## src/rtl/register_file_dumper.sv

```systemverilog
// Sequential read-out of a small register file onto a valid/ready stream with index and last marker.
// Optional clear-on-read write-back is compiled in with REGISTER_FILE_DUMPER_CLEAR_ON_READ_EN.
module register_file_dumper #(
  parameter int DATA_WIDTH = 16,
  parameter int ADDR_WIDTH = 2
) (
  input  logic                  clk,
  input  logic                  reset,
  input  logic                  start,
  output logic                  busy,
  output logic                  done,
  output logic [ADDR_WIDTH-1:0] rf_read_index,
  input  logic [DATA_WIDTH-1:0] rf_read_data,
  output logic [ADDR_WIDTH-1:0] rf_write_index,
  output logic [DATA_WIDTH-1:0] rf_write_data,
  output logic                  rf_write_enable,
  output logic                  out_valid,
  input  logic                  out_ready,
  output logic [DATA_WIDTH-1:0] out_data,
  output logic [ADDR_WIDTH-1:0] out_index,
  output logic                  out_last
);

  // state | meaning
  // IDLE  | waiting for start
  // READ  | rf_read_index = index, capture entry at the edge
  // SEND  | out_valid held until handshake, then next entry or done
  typedef enum logic [1:0] {IDLE, READ, SEND} state_t;

  localparam logic [ADDR_WIDTH-1:0] LAST_INDEX = {ADDR_WIDTH{1'b1}};

  state_t                state;
  logic [ADDR_WIDTH-1:0] index;

  always_ff @(posedge clk) begin
    if (reset) begin
      state     <= IDLE;
      index     <= '0;
      busy      <= 1'b0;
      done      <= 1'b0;
      out_valid <= 1'b0;
      out_data  <= '0;
      out_index <= '0;
      out_last  <= 1'b0;
    end else begin
      done <= 1'b0;
      case (state)
        IDLE: begin
          if (start) begin
            index <= '0;
            busy  <= 1'b1;
            state <= READ;
          end
        end
        READ: begin
          out_data  <= rf_read_data;
          out_index <= index;
          out_last  <= (index == LAST_INDEX);
          out_valid <= 1'b1;
          state     <= SEND;
        end
        SEND: begin
          if (out_ready) begin
            out_valid <= 1'b0;
            out_last  <= 1'b0;
            if (index == LAST_INDEX) begin
              busy  <= 1'b0;
              done  <= 1'b1;
              state <= IDLE;
            end else begin
              index <= index + 1'b1;
              state <= READ;
            end
          end
        end
        default: state <= IDLE;
      endcase
    end
  end

  assign rf_read_index = index;
  assign rf_write_data = '0;

`ifdef REGISTER_FILE_DUMPER_CLEAR_ON_READ_EN
  // Write-back is suppressed under reset so an abandoned beat never clears its entry.
  assign rf_write_enable = (state == SEND) && out_valid && out_ready && !reset;
  assign rf_write_index  = index;
`else
  assign rf_write_enable = 1'b0;
  assign rf_write_index  = '0;
`endif

endmodule

```

## config.mk

```make
export PLATFORM = sky130hd
export DESIGN_NAME = register_file_dumper
export DESIGN_NICKNAME = d
export VERILOG_FILES = /design/src/rtl/register_file_dumper.sv
export SDC_FILE = /design/constraint.sdc
export NUM_CORES = 1
export LEC_CHECK = 0
export BUFFER_PORTS_ARGS = -buffer_cell sky130_fd_sc_hd__buf_4
export CELL_PAD_IN_SITES_DETAIL_PLACEMENT = 1
export CELL_PAD_IN_SITES_GLOBAL_PLACEMENT = 1
export CORE_AREA = 2 2 69 71
export DETAILED_ROUTE_END_ITERATION = 16
export DIE_AREA = 0 0 71 73
export PLACE_DENSITY = 0.7
export REMOVE_ABC_BUFFERS = 1
export SYNTH_ARGS = -nofsm -noshare
export SYNTH_HDL_FRONTEND = slang
export SYNTH_SLANG_ARGS = --single-unit
```

## constraint.sdc

```tcl
create_clock -name clk -period 1.15 [get_ports clk]
set_input_delay 0.23 -clock clk [delete_from_list [all_inputs] [get_ports clk]]
set_output_delay 0.23 -clock clk [all_outputs]
set_load 0.01 [all_outputs]
```

==> results.py <==
metrics = {
    "sta": {
        "min_period_ns": 1.12,
        "grt_setup_unrepaired": "true",
        "setup_tns_ns": 0,
        "fin_ws_ns": 0.0322,
        "setup_viol": 0,
        "fmax_ghz": 0.895,
        "period_share": 0.972,
        "finalMaxSlewViolations": 0,
        "final-hold-violation-count": 0,
        "finClkSkew_ns": 0.00524,
    },
    "detailed_routing": {
        "via_per_inst": 4.20,
        "postRouteAntennaNets": 0,
        "highest_layer": "met4",
        "wl_per_cell_um": 11.8,
        "met3_length_um": 190,
        "drc": 0,
        "wl_met1_mm": 1.15,
        "wl_met2_mm": 1.46,
        "vias": 1008,
        "drt_iter0_markers": 32,
        "drt-total-wl_mm": 2.83,
        "dr.pass1.iters": 4,
    },
    "clocking": {
        "root_buffer": "clkbuf_8",
        "clk_latency_ns": 0.26,
        "clkSinkCount": 26,
        "clk_pin_slew_ns": 0.09,
        "htree_levels": 1,
        "clk_path_buf_depth": 2,
        "holdBufCountCts": 0,
        "cts_buffers": 3,
        "cts_tree": "built",
    },
    "yosys": {
        "synth_cells": 136,
        "avgSynthCellArea_um2": 8.41,
        "ys_ff_latch": 26,
        "synth_warnings": 0,
        "ys.flop_type": "dfxtp_1",
        "async_reset_ff_frac": 0,
        "muxShareOfSynthArea": 0,
        "synth_cell_types": 22,
        "synth_fa_ha_area_frac": 0.0219,
        "synth_xor_area_frac": 0,
        "syn_area_um2": 1140,
        "yosysSeqAreaShare": 0.455,
        "yosys.area_share.simple": 0.212,
        "synth-compound-area-share": 0.142,
        "synth_top_family_by_area": "simple AND/OR/NAND/NOR gates",
        "synth_edf_count": 0,
    },
    "floorplan": {
        "start_util": 0.252,
        "core_area_um2": 4540,
        "die-area_um2": 5180,
        "io_pins": 63,
        "num_rows": 25,
        "die_h_um": 73,
        "die_x_um": 71,
    },
    "placement": {
        "dpl.hpwl_mm": 2.10,
        "dpl_worst_slack_ns": -0.102,
        "io_buffer_count": 43,
        "place_congestion": 0.760,
        "place_inst": 236,
    },
    "critical_path": {
        "cp-start-kind": "register",
        "crit_fanout": 3,
        "ff2ff_setup_slack_ns": 0.03,
        "startpoint": "rf_read_index[0]",
        "reg2reg_from": "rf_read_index[0]",
        "regToRegEndpoint": "rf_read_index[0]",
        "worstPathArrival_ns": 1.32,
        "end_kind": "register",
        "cp.required_ns": 1.35,
        "reg2reg_depth": 4,
        "crit_type": "register to register",
    },
    "grt": {
        "antenna_found_initial": 0,
        "grt_pass1_vias": 915,
        "grt_max_degree": 21,
        "grt_pass1_wl_mm": 4.31,
        "grt-ovfl-total": 0,
        "track_usage": 0.106,
    },
    "cells_and_area": {
        "stdcell_count": 240,
        "diodes": 0,
        "area_growth_pct": 43.2,
        "multi_input_area_um2": 563,
        "drive_gt1_frac": 0.392,
        "nets": 210,
        "fill_cells": 545,
        "register_area_um2": 531,
    },
    "hold_path": {
        "min_from": "rf_read_data[13]",
        "min_path_type": "input pin to register",
        "hold_depth": 3,
        "min_to": "out_data[13]",
    },
    "flow_run": {
        "maxCapViolations": 0,
    },
    "power": {
        "ir_worst_vdd_uv": 383,
        "cellPowerDensity_nw_per_um2": 1130,
        "leakage_nw": 0.711,
        "p_total_mw": 1.85,
    },
    "run_status": {
        "status": "complete, no violations",
    },
}
worst max path at each step:
stage                     slack [ns]               end  depth (start not counted)
after floorplan                -0.19          out_last                          3
after global placement         -0.07  rf_read_index[0]                          4
after detailed placement       -0.10  rf_read_index[0]                          4
after CTS                      -0.01  rf_read_index[0]                          4
after global routing           -0.02  rf_read_index[1]                          5
final                           0.03  rf_read_index[0]                          4
sequential cells by signal, indices dropped and copies added, names as in the netlist:
register / cells
out_index: 2
out_last: 1
done: 1
state: 2
rf_read_index: 2
out_data: 16
busy: 1
out_valid: 1
metal layers:
| metal | vias up | global-route usage |
|---|---|---|
| li1 | 504 | - |
| met1 | 464 | 0.130 |
| met2 | 38 | 0.186 |
| met3 | 2 | 0.0152 |
| met4 | 0 | 0.0440 |
| met5 | - | 0 |
cells in the final DEF (no fill, tap or decap):
master,netlist,layout
and4b_1,1,1
a2111oi_4,1,1
a211oi_2,0,1
nand2_1,37,37
o21ai_0,1,1
nor2_1,4,4
clkbuf_8,0,3
dfxtp_1,26,22
buf_4,22,51
buf_6,0,4
inv_1,2,2
dfxtp_2,0,2
nand3_1,2,2
and2b_2,0,1
ha_4,0,2
conb_1,1,19
or2_4,0,1
a211oi_1,2,1
or3b_4,0,1
a21oi_1,23,22
and2b_4,0,1
dfxtp_4,0,2
nand4b_1,1,1
a21oi_2,0,1
nand4bb_4,0,1
nand2b_4,0,1
nand3b_1,1,1
critical path, stage by stage, from the launching register on:
cell	delay [ns]
dfxtp_2	0.35
ha_4	0.16
nand4bb_4	0.18
or2_4	0.26
a21oi_2	0.10
report_power, final:
part / internal (mW) / leakage [nW] / switching (mW)
registers: 0.946 / 0.214 / 0.0311
clock network: 0.234 / 0.0216 / 0.272
logic: 0.183 / 0.476 / 0.185
synth_stat cells (2+ instances only):
cell      number  share of area
nand2_1       37           0.12
dfxtp_1       26           0.46
a21oi_1       23           0.10
buf_4         22           0.14
nor2_1         4          0.013
clkbuf_1       3         0.0098
a211oi_1       2          0.013
and2b_1        2          0.013
ha_1           2          0.022
inv_1          2         0.0066
nand3_1        2         0.0088
area by class of cell:
type	instances	share of cell area
Tap cell	54	0.0413
Clock buffer	3	0.0252
Inverter	2	0.00458
Multi-Input combinational cell	100	0.344
Sequential cell	26	0.324
Timing Repair Buffer	55	0.261
stage by stage:
step / area [um^2] / utilization / hold WS [ns]
final: 1640 / 0.361 / 0.206
after CTS: 1570 / 0.346 / 0.197
after global placement: 1500 / 0.331 / 0.443
after detailed placement: 1500 / 0.331 / 0.452
after global routing: 1640 / 0.361 / 0.199
after floorplan: 1030 / - / 0.294
logic make-up (layout without fill, tap and decap cells):
family,Yosys count,count (layout)
other,1,19
and+or+nand+nor,52,52
buffers and inverters,28,60
adders and majority gates,2,2
DFF,26,26
AOI/OAI and AO/OA,27,27
repair_timing:
item                       in CTS  in global routing
setup buffers                   0                  1
resized for setup               7                 16
pin swaps                       1                  3
setup endpoints to repair      18                 16
Power figures use the tool's default switching activity.
